$ cat src/rtl/csa_stream_accumulator_if.sv
// Stream interface for the carry-save accumulator: the operand input channel
// and the resolved-result output channel, each with its own valid/ready pair.
interface csa_stream_accumulator_if #(
  parameter int WIDTH = 8,
  parameter int ACC_W = 12,
  parameter int CNT_W = 8
);
  logic             in_valid;
  logic             in_ready;
  logic [WIDTH-1:0] in_data;
  logic             in_last;
  logic             out_valid;
  logic             out_ready;
  logic [ACC_W-1:0] out_sum;
  logic [CNT_W-1:0] out_count;
  logic             out_ovf;

  // Producer/consumer side, as seen from outside the accumulator
  modport master (
    output in_valid, in_data, in_last, out_ready,
    input  in_ready, out_valid, out_sum, out_count, out_ovf
  );

  // Accumulator side
  modport slave (
    input  in_valid, in_data, in_last, out_ready,
    output in_ready, out_valid, out_sum, out_count, out_ovf
  );
endinterface

$ cat src/rtl/csa_stream_accumulator.sv
// Multi-operand stream accumulator. The running total is kept in redundant
// sum/carry form so each accept is a single 3:2 compression with no carry
// chain. After the last operand the pair is resolved by repeated half-adder
// passes until the carry word is zero, then the result is offered on the
// output handshake.
module csa_stream_accumulator #(
  parameter int WIDTH = 8,
  parameter int ACC_W = 12,
  parameter int CNT_W = 8
) (
  input  logic                    clk,
  input  logic                    rst,
  csa_stream_accumulator_if.slave bus
);

  typedef enum logic [1:0] {
    ST_ACC,
    ST_RESOLVE,
    ST_DONE
  } state_t;

  state_t           r_state;
  state_t           w_stateNext;
  logic [ACC_W-1:0] r_s;
  logic [ACC_W-1:0] r_c;
  logic [CNT_W-1:0] r_cnt;
  logic             r_ovf;
  logic [ACC_W-1:0] w_sNext;
  logic [ACC_W-1:0] w_cNext;
  logic [CNT_W-1:0] w_cntNext;
  logic             w_ovfNext;
  logic [ACC_W-1:0] w_x;
  logic [ACC_W-1:0] w_maj;
  logic             w_accept;

  assign w_x      = ACC_W'(bus.in_data);
  assign w_maj    = (r_s & r_c) | (r_s & w_x) | (r_c & w_x);
  assign w_accept = (r_state == ST_ACC) && bus.in_valid;

  // State register; reset wins over any handshake in the same cycle
  always_ff @(posedge clk) begin
    if (rst) begin
      r_state <= ST_ACC;
      r_s     <= '0;
      r_c     <= '0;
      r_cnt   <= '0;
      r_ovf   <= 1'b0;
    end else begin
      r_state <= w_stateNext;
      r_s     <= w_sNext;
      r_c     <= w_cNext;
      r_cnt   <= w_cntNext;
      r_ovf   <= w_ovfNext;
    end
  end

  // Next-state logic: compress on accept, resolve until carry is zero, clear on result hand-off
  always_comb begin
    w_stateNext = r_state;
    w_sNext     = r_s;
    w_cNext     = r_c;
    w_cntNext   = r_cnt;
    w_ovfNext   = r_ovf;
    case (r_state)
      ST_ACC: begin
        if (w_accept) begin
          w_sNext   = r_s ^ r_c ^ w_x;
          w_cNext   = w_maj << 1;
          w_ovfNext = r_ovf | w_maj[ACC_W-1];
          w_cntNext = (r_cnt == '1) ? r_cnt : r_cnt + CNT_W'(1);
          if (bus.in_last) begin
            w_stateNext = ST_RESOLVE;
          end
        end
      end
      ST_RESOLVE: begin
        if (r_c == '0) begin
          w_stateNext = ST_DONE;
        end else begin
          w_sNext   = r_s ^ r_c;
          w_cNext   = (r_s & r_c) << 1;
          w_ovfNext = r_ovf | (r_s[ACC_W-1] & r_c[ACC_W-1]);
        end
      end
      ST_DONE: begin
        if (bus.out_ready) begin
          w_stateNext = ST_ACC;
          w_sNext     = '0;
          w_cNext     = '0;
          w_cntNext   = '0;
          w_ovfNext   = 1'b0;
        end
      end
      default: begin
        w_stateNext = ST_ACC;
      end
    endcase
  end

  assign bus.in_ready  = (r_state == ST_ACC);
  assign bus.out_valid = (r_state == ST_DONE);
  assign bus.out_sum   = (r_state == ST_DONE) ? r_s   : '0;
  assign bus.out_count = (r_state == ST_DONE) ? r_cnt : '0;
  assign bus.out_ovf   = (r_state == ST_DONE) ? r_ovf : 1'b0;

endmodule

$ cat src/flat_wrapper.sv
// flat-port wrapper written by rule: the top's interface ports become plain ports
module csa_stream_accumulator_flat 
#(
  parameter int WIDTH = 8,
  parameter int ACC_W = 12,
  parameter int CNT_W = 8
)
  (clk, rst, bus_in_valid, bus_in_data, bus_in_last, bus_out_ready, bus_in_ready, bus_out_valid, bus_out_sum, bus_out_count, bus_out_ovf);
  csa_stream_accumulator_if #(.WIDTH(WIDTH), .ACC_W(ACC_W), .CNT_W(CNT_W)) bus_i ();
  input  logic clk;
  input  logic rst;
  input wire logic [$bits(bus_i.in_valid)-1:0] bus_in_valid;
  input wire logic [$bits(bus_i.in_data)-1:0] bus_in_data;
  input wire logic [$bits(bus_i.in_last)-1:0] bus_in_last;
  input wire logic [$bits(bus_i.out_ready)-1:0] bus_out_ready;
  output wire logic [$bits(bus_i.in_ready)-1:0] bus_in_ready;
  output wire logic [$bits(bus_i.out_valid)-1:0] bus_out_valid;
  output wire logic [$bits(bus_i.out_sum)-1:0] bus_out_sum;
  output wire logic [$bits(bus_i.out_count)-1:0] bus_out_count;
  output wire logic [$bits(bus_i.out_ovf)-1:0] bus_out_ovf;
  assign bus_i.in_valid = bus_in_valid;
  assign bus_i.in_data = bus_in_data;
  assign bus_i.in_last = bus_in_last;
  assign bus_i.out_ready = bus_out_ready;
  assign bus_in_ready = bus_i.in_ready;
  assign bus_out_valid = bus_i.out_valid;
  assign bus_out_sum = bus_i.out_sum;
  assign bus_out_count = bus_i.out_count;
  assign bus_out_ovf = bus_i.out_ovf;
  csa_stream_accumulator #(.WIDTH(WIDTH), .ACC_W(ACC_W), .CNT_W(CNT_W)) u_core (.clk(clk), .rst(rst), .bus(bus_i));
endmodule
$ cat config.mk
export PLATFORM = sky130hd
export DESIGN_NAME = csa_stream_accumulator_flat
export DESIGN_NICKNAME = d
export VERILOG_FILES = /design/src/rtl/csa_stream_accumulator_if.sv /design/src/rtl/csa_stream_accumulator.sv /design/src/flat_wrapper.sv
export SDC_FILE = /design/constraint.sdc
export NUM_CORES = 1
export LEC_CHECK = 0
export ABC_AREA = 0
export CORE_MARGIN = 1.5
export CORE_UTILIZATION = 50
export DETAILED_ROUTE_END_ITERATION = 16
export HOLD_SLACK_MARGIN = 0.12
export PLACE_DENSITY = 0.75
export SYNTH_ARGS = -nofsm -noshare
export SYNTH_HDL_FRONTEND = slang
export SYNTH_SLANG_ARGS = --single-unit
export TNS_END_PERCENT = 50
$ cat constraint.sdc
create_clock -name clk -period 3.3 [get_ports clk]
set_clock_uncertainty 0.1 [all_clocks]
set_input_delay 0.33 -clock clk [delete_from_list [all_inputs] [get_ports clk]]
set_output_delay 0.33 -clock clk [all_outputs]
set_load 0.02 [all_outputs]
### Yosys cells after proc, flatten, opt, wreduce, memory -nomap -nowiden

Cells that the tools add are included.

* flip-flop bits (word level): 35
* output and inout bits: 23
* word-level logic and storage cells: 56

* add/sub/neg operators: 1
* eq/ne operators: 9
* mux-type cells: 23
* bitwise logic cells: 10
* reductions and logical operators: 8

Operators by type and width (count)
* two-way mux 12 bit: 6
* case mux 12 bit (3 select lines): 2
* two-way mux 8 bit: 4
* bitwise AND 12 x 8 -> 12 bit: 2
* OR 12 bit: 2
* case mux 8 bit (2 select lines): 1
* bitwise AND 12 bit: 1
* logical NOT 12 bit: 1
* AND reduction 4 bit: 3
* XOR 12 bit: 1
* XOR 12 x 8 -> 12 bit: 1
* adder 8 x 1 -> 8 bit, second input constant: 1
* equality test 8 bit, second input constant: 1
* two-way mux 2 bit: 4
* inequality test 2 bit, second input constant: 4
* case mux 2 bit (3 select lines): 1
* two-way mux 1 bit: 4
* inequality test 2 x 1 -> 1 bit, second input constant: 2
* case mux 1 bit (3 select lines): 1
* nonzero test 3 bit: 1
* equality test 2 x 1 -> 1 bit, second input constant: 1
* equality test 2 bit, second input constant: 1
* logical NOT 2 bit: 1
* OR 1 bit: 2
* 3 further kinds: 3

### Logic depth before layout (Yosys ltp)

Gate-level depths: netlist of the first run.

* word-level depth: 6
* mapped depth: 8
* gate-level depth less buffers: 6

### Worst setup path after synthesis of the first run

No wires, ideal clock.

* path kind: reg2reg
* start point: register u_core.r_state[0]
* end point: register u_core.r_c[10]
* arrival: 1823 ps
* required time: 3062 ps
* path slack: 1239 ps
* stages on the path, launching flop included: 9
* path buffers: 2
* period minus slack after synthesis: 2061 ps
* cells stage by stage: dfxtp_1 > inv_1 > ha_1 > buf_6 > and2b_4 > or3_4 > buf_2 > o21ai_0 > a21oi_1

* word-level cells in the longest chain between the ends: 4
* elaborated cells on any way between the ends: 10
* classes of those cells: 5 x eq/ne; 1 x mux; 4 x reduce/logical

RTL lines
* start: declaration: RTL line csa_stream_accumulator.sv:22 `state_t r_state;`
* start signal: assignment: RTL line csa_stream_accumulator.sv:49 `r_state <= w_stateNext;`
* logical NOT 2 bit *
* via bus_in_ready: RTL line flat_wrapper.sv:16 `output wire logic [$bits(bus_i.in_ready)-1:0] bus_in_ready;`
* logical AND 1 bit: RTL line csa_stream_accumulator.sv:38 `assign w_accept = (r_state == ST_ACC) && bus.in_valid;`
* inequality test 2 x 1 -> 1 bit (no line)
* AND reduction 4 bit (no line)
* end signal: assignment: RTL line csa_stream_accumulator.sv:51 `r_c <= w_cNext;`
* end: declaration: RTL line csa_stream_accumulator.sv:25 `logic [ACC_W-1:0] r_c;`

The timed path passes the listed nets; every way through them passes the cells marked *.
A chain may end at the register's enable or synchronous reset.

### Final worst setup path of the first run

* start point: register u_core.r_state[0]
* end point: register u_core.r_c[6]

* word-level cells in the longest chain between the ends: 4
* elaborated cells on any way between the ends: 10
* classes of those cells: 5 x eq/ne; 1 x mux; 4 x reduce/logical

RTL lines (RTL line)
* logical NOT 2 bit: csa_stream_accumulator.sv:38, csa_stream_accumulator.sv:64
* logical AND 1 bit: csa_stream_accumulator.sv:38
* inequality test 2 x 1 -> 1 bit (no line)
* AND reduction 4 bit (no line)

Parallel ways exist; a longest one is shown, timed or not.

==> results.tsv, run 1 <==
stage	metric	value	unit
die	die_w	70.7	µm
place	place_area	0.00264	mm²
layout	nets	310	
synthesis	synthFlopType	dfxtp_1	
drt	vias	1953	
timing	drv_slew	0	
cts	root_buffer	clkbuf_8	
global_route	antenna_found_initial	0	
synthesis	synth-edff-count	0	
synthesis	ys_types	44	
synthesis	synthArstFlopShare	0	%
synthesis	synth_area	0.00229	mm²
cts	cts_tree	built	
timing	worstMarginPinSlew	0.915	ns
min_path	hold_class	reg2reg	
drt	wirelength	5.14	mm
run	drv_cap	0	
cts	cts_max_path_buffers	2	
global_route	grt_pass1_wl	8.89	mm
layout	fin_area	0.00273	mm²
power_and_ir_drop	switching_share	45.4	%
power_and_ir_drop	leakage	1.02	nW
critical_path	crit_arrival	2.47	ns
cts	clk_pin_slew_worst_paths	0.07	ns
drt	first_iter_violations	134	
place	hpwl	3.64	mm
timing	hold_viol	0	
timing	min_period_over_period	73.7	%
critical_path	endpoint_kind	register	
die	die_area	0.00500	mm²
drt	drc	0	
drt	wl_met1	2.51	mm
timing	rsz0062_at_grt	false	
die	num_rows	24	
drt	highest_layer	met4	
power_and_ir_drop	netSwitchingPower	1.00	mW
critical_path	critPathMaxFanout	18	
layout	n_antenna_cell	0	
layout	multi_input_area	0.00147	mm²
power_and_ir_drop	peakVddDrop	0.686	mV
layout	stdcell_count	324	
die	io_pins	36	
layout	drive_gt1_share	14.3	%
layout	ff_latch_area	681	µm²
cts	cts_buffers	5	
cts	clock-sinks	34	
synthesis	ys_ff_latch	34	
die	initial_utilization	52.3	%
timing	setup_tns	0	ns
cts	clk_latency	0.29	ns
drt	wl_met3	245	µm
drt	wl_per_cell	15.9	µm
status	status	finished clean	
critical_path	cp.required	3.34	ns
place	gp_congestion	0.741	
synthesis	syn-num-nets	280	
synthesis	synth-seq-area-share	29.7	%
critical_path	start_kind	register	
cts	ctsHoldBuffers	0	
global_route	first_global_vias	1837	
drt	wl_met2	2.32	mm
synthesis	syn-instance-count	241	
layout	num-fill-cells	400	
die	die_h	70.7	µm
global_route	grt_start_max_net_pins	25	
cts	cts_max_level	2	
die	fp.coreArea	0.00438	mm²
global_route	gr-total-overflow	0	
place	place_inst	316	
power_and_ir_drop	clock_power_share	14.7	%
power_and_ir_drop	p_int	1.20	mW
power_and_ir_drop	power_density	808	mW/mm²
critical_path	worstSetupPathType	reg2reg	
cts	cts_setup_buffers	0	
drt	drtPass1Iterations	4	
timing	max_freq	0.411	GHz
cts	cts.repair.resized	0	
place	portBuffers	35	
power_and_ir_drop	p_total	2.21	mW
timing	slew_headroom	38.8	%
timing	min_period	2.43	ns
drt	ant_nets	0	
synthesis	ys_warn_count	0	
layout	area_growth	19.0	%
global_route	grt_use_total	21.6	%
drt	vias_per_cell	6.03	
timing	setup_viol	0	
power_and_ir_drop	power_frac_seq	29.8	%
synthesis	syn_avg_cell_area	9.52	µm²
power_and_ir_drop	power_frac_comb	55.5	%
layout	utilization	62.3	%
[final timing paths]
kind                   end  cells past startpoint  slack, ns               from
max          u_core.r_c[6]                      7       0.87  u_core.r_state[0]
max reg2reg  u_core.r_c[6]                      7       0.87  u_core.r_state[0]
min reg2reg  u_core.r_s[8]                      2       0.39      u_core.r_s[8]
min          u_core.r_s[8]                      2       0.39      u_core.r_s[8]
[power by group through the flow]
stage	logic (mW)	clock network, mW	registers (mW)
floorplan	0.992	0	0.627
global placement	1.18	0	0.662
detailed placement	1.22	0	0.666
CTS	1.23	0.331	0.658
global route	1.37	0.354	0.678
finish	1.22	0.325	0.657
[placed cells by master (no fill, tap or decap), drive strengths merged, types with 2 or more instances in the layout]
cell type	instances
clkdlybuf4s50	35
dfxtp	34
a21oi	33
and2	21
ha	19
o21ai	18
a211oi	14
a22oi	13
nand4b	8
nor2	8
fa	7
buf	7
clkbuf	6
nand2	5
inv	4
nand4	4
and4	4
nand2b	3
nand3	3
nor4	3
nor3	3
and2b	2
a31oi	2
or4	2
clkinv	2
a221oi	2
[Yosys cell counts (2+ instances only)]
| library cell | n | area share (%) |
|---|---|---|
| clkbuf_1 | 8 | 1.3 |
| a211oi_1 | 4 | 1.3 |
| nand4_1 | 4 | 1.1 |
| nand2b_1 | 3 | 0.82 |
| a21oi_1 | 33 | 7.2 |
| or4_1 | 2 | 0.65 |
| fa_1 | 7 | 6.1 |
| nor4_2 | 2 | 1.1 |
| a31oi_1 | 2 | 0.55 |
| and2_1 | 21 | 5.7 |
| buf_4 | 2 | 0.65 |
| a211oi_2 | 10 | 5.5 |
| a22oi_1 | 13 | 4.3 |
| nand4b_1 | 8 | 3.1 |
| inv_1 | 4 | 0.65 |
| nand2_1 | 5 | 0.82 |
| dfxtp_1 | 34 | 30 |
| buf_2 | 4 | 0.87 |
| nor2_1 | 7 | 1.1 |
| clkbuf_8 | 2 | 1.2 |
| ha_1 | 19 | 10 |
| and2b_4 | 2 | 0.87 |
| nand3_1 | 3 | 0.65 |
| o21ai_0 | 18 | 3.9 |
| buf_6 | 3 | 1.5 |
| and4_2 | 2 | 0.87 |
| nor3_1 | 2 | 0.44 |
[stage by stage]
stage | worst slack, ns | hold slack (ns)
2_1_floorplan | 1.24 | 0.361
3_3_place_gp | 0.973 | 0.383
3_5_place_dp | 0.891 | 0.385
4_1_cts | 0.885 | 0.400
5_1_grt | 0.727 | 0.445
6_report | 0.869 | 0.394
[critical path: stages (launching register included)]
cell and delay (ns):
dfxtp_1 0.41, inv_1 0.11, ha_1 0.22, buf_4 0.19, and2b_4 0.21, or3_4 0.44, nor2_4 0.41, a211oi_1 0.17
[flip-flops by register name (all words and copies together), names as in the netlist]
name,flops
u_core.r_s,12
u_core.r_c,11
u_core.r_cnt,8
u_core.r_state,2
u_core.r_ovf,1
[area by class of cell]
class | instances | share of cell area (%)
repair buffers | 42 | 14.8
clock inverters | 2 | 0.458
multi-input cells | 183 | 53.8
flip-flops and latches | 34 | 24.9
clock buffers | 6 | 3.02
well taps | 52 | 2.38
inverters | 5 | 0.687
[cells by family (layout without fill, tap and decap cells)]
group                      count (synthesis)  count (layout)  synth area share, %
and+or+nand+nor                           70              70                 21.0
DFF                                       34              34                 29.7
muxes                                      1               1                0.436
AOI/OAI and AO/OA                         86              86                 26.1
buffers and inverters                     24              55                 6.33
adders and majority gates                 26              26                 16.5
[per-layer routing]
metal	track usage (%)	up-vias
met5	0	-
met4	6.08	0
met3	4.13	7
met2	32.9	43
met1	31.2	945
li1	-	958
(Power assumes the default switching activity.)
==> inputs of run 2 (changes only) <==
Clock period 3.3 ns to 2.25 ns, I/O delays scaled along.
==> results.tsv, run 2 (synthesized netlist as in run 1, its figures left out) <==
stage	metric	value	unit	change
layout	largest_register_ffs	12		unchanged
cts	cts_buffers	5		unchanged
global_route	gr-total-overflow	0		unchanged
place	portBuffers	35		unchanged
critical_path	worstSetupPathType	reg2out		
run	drv_cap	0		unchanged
die	io_pins	36		unchanged
global_route	grt_use_total	20.5	%	-1.0 points
layout	area_growth	25.4	%	
layout	drive_gt1_share	16.2	%	+1.9 points
critical_path	endpoint_kind	output pin		
drt	drtPass1Iterations	4		unchanged
place	gp_congestion	0.784		+5.8%
layout	reg_top3	u_core.r_s (12), u_core.r_c (11), u_core.r_cnt (8)		
cts	cts_setup_buffers	0		unchanged
timing	slew_headroom	67.5	%	+29 points
cts	clk_pin_slew_worst_paths	0.07	ns	about the same
timing	finalWorstSetupSlack	0.0831	ns	-0.786 ns
timing	setup_tns	0	ns	unchanged
drt	vias_per_cell	5.81		-3.5%
cts	root_buffer	clkbuf_8		
timing	whs	0.403	ns	+0.00877 ns
cts	clock-sinks	34		unchanged
layout	top_register	u_core.r_s		
drt	drc	0		unchanged
die	die_area	0.00500	mm²	unchanged
drt	first_iter_violations	181		+35%
timing	min_period_over_period	96.3	%	
global_route	grt_pass1_wl	8.30	mm	-6.7%
cts	cts_max_path_buffers	2		unchanged
layout	final_common_cell	dfxtp_1		
layout	nets	315		+1.6%
drt	wl_per_cell	15.3	µm	-3.7%
cts	cts_max_level	2		unchanged
cts	cts_tree	built		
die	die_w	70.7	µm	unchanged
drt	ant_nets	0		unchanged
layout	ff_latch_area	681	µm²	unchanged
layout	stdcell_count	329		+1.5%
critical_path	critPathMaxFanout	7		-11
critical_path	start_kind	register		
drt	wirelength	5.03	mm	-2.2%
timing	min_period	2.17	ns	
min_path	hold_class	reg2reg		
cts	clk_latency	0.29	ns	about the same
critical_path	r2r_slack	0.19	ns	-0.68 ns
timing	hold_viol	0		unchanged
layout	multi_input_area	0.00147	mm²	+0.17%
layout	num-fill-cells	359		-10%
layout	n_antenna_cell	0		unchanged
drt	vias	1913		-2.0%
status	status	finished clean		
place	hpwl	3.50	mm	-3.8%
cts	ctsHoldBuffers	0		unchanged
layout	layout_common_cells	dfxtp_1, a21oi_1, and2_1		
die	num_rows	24		unchanged
die	initial_utilization	52.3	%	unchanged
timing	max_freq	0.461	GHz	
layout	fin_area	0.00288	mm²	+5.3%
place	place_area	0.00269	mm²	+1.9%
power_and_ir_drop	leakage	1.44	nW	+42%
global_route	grt_start_max_net_pins	37		+48%
critical_path	cp.required	1.92	ns	-1.42 ns
die	fp.coreArea	0.00438	mm²	unchanged
timing	setup_viol	0		unchanged
die	die_h	70.7	µm	unchanged
place	place_ws	0.199	ns	-0.692 ns
timing	drv_slew	0		unchanged
timing	rsz0062_at_grt	false		
place	place_inst	321		+1.6%
power_and_ir_drop	peakVddDrop	0.881	mV	+28%
critical_path	crit_arrival	1.84	ns	-0.63 ns
global_route	first_global_vias	1763		-4.0%
global_route	antenna_found_initial	0		unchanged
power_and_ir_drop	power_density	1230	mW/mm²	+52%
timing	worstMarginPinSlew	0.487	ns	-0.428 ns
[run 2: cell types whose count changed in the layout (fill, tap and decap cells not counted), moves of 2 or more]
cell             delta
clkdlybuf4s50_1    -20
dlymetal6s2s_1     +20
buf_4               +4
bufinv_16           +2
[run 2: final cells by class]
type | instances | area share (%)
multi-input combinational | 183 | 51.1
tap | 52 | 2.26
clock inverter | 3 | 2.39
inverter | 5 | 0.653
timing repair buffer | 47 | 17.5
sequential | 34 | 23.7
clock buffer | 5 | 2.39
[run 2: stage by stage]
stage | total power, mW | util [%]
2_1_floorplan | 2.37 | -
3_3_place_gp | 2.82 | 61.2
3_5_place_dp | 2.86 | 61.2
4_1_cts | 3.56 | 64.4
5_1_grt | 3.82 | 65.6
6_report | 3.54 | 65.6
[run 2: routing by layer]
metal	routed length (µm)	global-route usage, %
met3	310	4.56
met2	2090	30.9
met4	63	6.71
met1	2560	29.3
met5	0	0
[run 2: final timing paths]
path         cells past startpoint                to              start
max                              5  bus_out_count[7]  u_core.r_state[0]
min                              2    u_core.r_s[10]     u_core.r_s[10]
max reg2reg                      7     u_core.r_c[8]  u_core.r_state[1]
min reg2reg                      2    u_core.r_s[10]     u_core.r_s[10]
[run 2: what timing repair did]
item,CTS,global route
setup endpoints to repair,21,20
gates resized for setup,1,20
gates cloned,0,0
[run 2: where the power goes]
group          internal [mW]  switching [mW]
sequential             0.765           0.192
combinational          0.855            1.05
clock                  0.444           0.237
[run 2: worst max-delay path, cell delays in order (launching register included)]
cell	delay (ns)
dfxtp_1	0.31
inv_1	0.11
ha_2	0.27
buf_4	0.16
and2_1	0.12
clkdlybuf4s50_1	0.59
==> inputs of run 3 (changes only) <==
Clock period 2.25 ns to 2.65 ns, I/O delays scaled along.
==> results.tsv, run 3 (synthesized netlist as in run 1, its figures left out) <==
stage	metric	value	unit	change
status	status	finished clean		
die	die_h	70.7	µm	unchanged
cts	clk_pin_slew_worst_paths	0.08	ns	about the same
layout	nets	315		unchanged
die	die_area	0.00500	mm²	unchanged
place	hpwl	3.60	mm	+2.9%
global_route	grt_start_max_net_pins	25		-32%
run	drv_cap	0		unchanged
critical_path	endpoint_kind	output pin		
power_and_ir_drop	power_density	1070	mW/mm²	-13%
cts	cts_tree	built		
timing	setup_tns	0	ns	unchanged
layout	utilization	64.4	%	-1.2 points
cts	clock-sinks	34		unchanged
cts	cts_setup_buffers	0		unchanged
global_route	grt_use_total	21.5	%	+0.95 points
critical_path	r2r_cells	7		unchanged
timing	worstMarginPinSlew	0.485	ns	-0.00234 ns
drt	vias	1945		+1.7%
die	initial_utilization	52.3	%	unchanged
place	portBuffers	35		unchanged
critical_path	critPathMaxFanout	12		+5
min_path	holdPathStages	2		unchanged
die	die_w	70.7	µm	unchanged
timing	drv_slew	0		unchanged
cts	cts_max_level	2		unchanged
drt	ant_nets	0		unchanged
critical_path	start_kind	register		
global_route	first_global_vias	1788		+1.4%
layout	n_antenna_cell	0		unchanged
layout	drive_gt1_share	15.9	%	-0.36 points
power_and_ir_drop	leakage	1.07	nW	-26%
layout	layout_common_cells	clkdlybuf4s50_1, dfxtp_1, a21oi_1		
layout	fin_area	0.00282	mm²	-1.8%
timing	rsz0062_at_grt	false		
cts	root_buffer	clkbuf_8		
critical_path	r2r_slack	0.54	ns	+0.35 ns
timing	hold_viol	0		unchanged
cts	cts_max_path_buffers	2		unchanged
cts	ctsHoldBuffers	0		unchanged
timing	slew_headroom	67.7	%	+0.16 points
timing	min_period_over_period	89.4	%	
layout	area_growth	23.1	%	
die	io_pins	36		unchanged
power_and_ir_drop	peakVddDrop	0.627	mV	-29%
drt	wirelength	5.07	mm	+0.84%
drt	vias_per_cell	5.91		+1.7%
place	place_area	0.00269	mm²	unchanged
timing	finalWorstSetupSlack	0.281	ns	+0.198 ns
drt	wl_per_cell	15.4	µm	+0.84%
global_route	gr-total-overflow	0		unchanged
cts	cts.repair.resized	0		-1
timing	max_freq	0.422	GHz	
power_and_ir_drop	p_total	3.01	mW	-15%
global_route	grt_pass1_wl	8.60	mm	+3.7%
layout	top_register	u_core.r_s		
min_path	hold_class	reg2reg		
cts	cts_buffers	5		unchanged
layout	largest_register_ffs	12		unchanged
critical_path	rr_startpoint	u_core.r_state[0]		
timing	min_period	2.37	ns	
min_path	min-delay-start	u_core.r_s[8]		
critical_path	worstSetupPathType	reg2out		
die	fp.coreArea	0.00438	mm²	unchanged
critical_path	crit_arrival	2.00	ns	+0.16 ns
critical_path	r2r-end	u_core.r_c[6]		
layout	reg_top3	u_core.r_s (12), u_core.r_c (11), u_core.r_cnt (8)		
min_path	whs_endpoint	u_core.r_s[8]		
critical_path	cp.required	2.29	ns	+0.37 ns
die	num_rows	24		unchanged
place	place_ws	0.544	ns	+0.345 ns
drt	drc	0		unchanged
drt	first_iter_violations	170		-6.1%
place	gp_congestion	0.771		-1.6%
cts	clk_latency	0.30	ns	about the same
drt	drtPass1Iterations	4		unchanged
global_route	antenna_found_initial	0		unchanged
layout	final_common_cell	clkdlybuf4s50_1		
timing	setup_viol	0		unchanged
-- run 3: cell count changes in the layout (fill, tap and decap cells not counted), sizes merged --
cell | before | now
clkdlybuf4s50 | 15 | 35
dlymetal6s2s | 20 | 0
-- run 3: power by group --
group | leakage [nW] | internal (mW) | switching (mW)
clock network | 0.0683 | 0.377 | 0.209
registers | 0.278 | 0.650 | 0.168
logic | 0.720 | 0.719 | 0.892
total | 1.07 | 1.75 | 1.27
-- run 3: critical path: stages, from the launching register on --
cell,delay [ns]
dfxtp_1,0.36
inv_1,0.12
ha_1,0.28
buf_4,0.22
and2_1,0.14
clkdlybuf4s50_1,0.60
-- run 3: layer usage --
layer / wire, µm / GRT usage (%) / share of wire [%] / vias up
met4: 82 / 7.55 / 1.6 / 0
met1: 2460 / 30.6 / 49 / 914
met5: 0 / 0 / 0 / -
met2: 2270 / 31.9 / 45 / 55
li1: - / - / - / 970
met3: 262 / 5.13 / 5.2 / 6
-- run 3: metrics by stage --
step	instances	hold slack, ns
floorplan	241	0.361
global placement	321	0.390
detailed placement	321	0.391
CTS	329	0.402
global route	329	0.439
finish	329	0.401
-- run 3: final cells by class --
cell class	count	area, µm²
fillers	366	1560
multi-input cells	183	1470
flip-flops and latches	34	681
repair buffers	47	453
clock buffers	5	68.8
clock inverters	3	68.8
well taps	52	65.1
inverters	5	18.8
-- run 3: worst max path at each step --
stage,cells after the start,to,startpoint
finish,5,bus_out_ovf,u_core.r_state[0]
global route,5,bus_out_count[4],u_core.r_state[0]
CTS,5,bus_out_ovf,u_core.r_state[0]
detailed placement,7,u_core.r_c[6],u_core.r_state[0]
global placement,7,u_core.r_ovf,u_core.r_state[0]
floorplan,8,u_core.r_c[10],u_core.r_state[0]
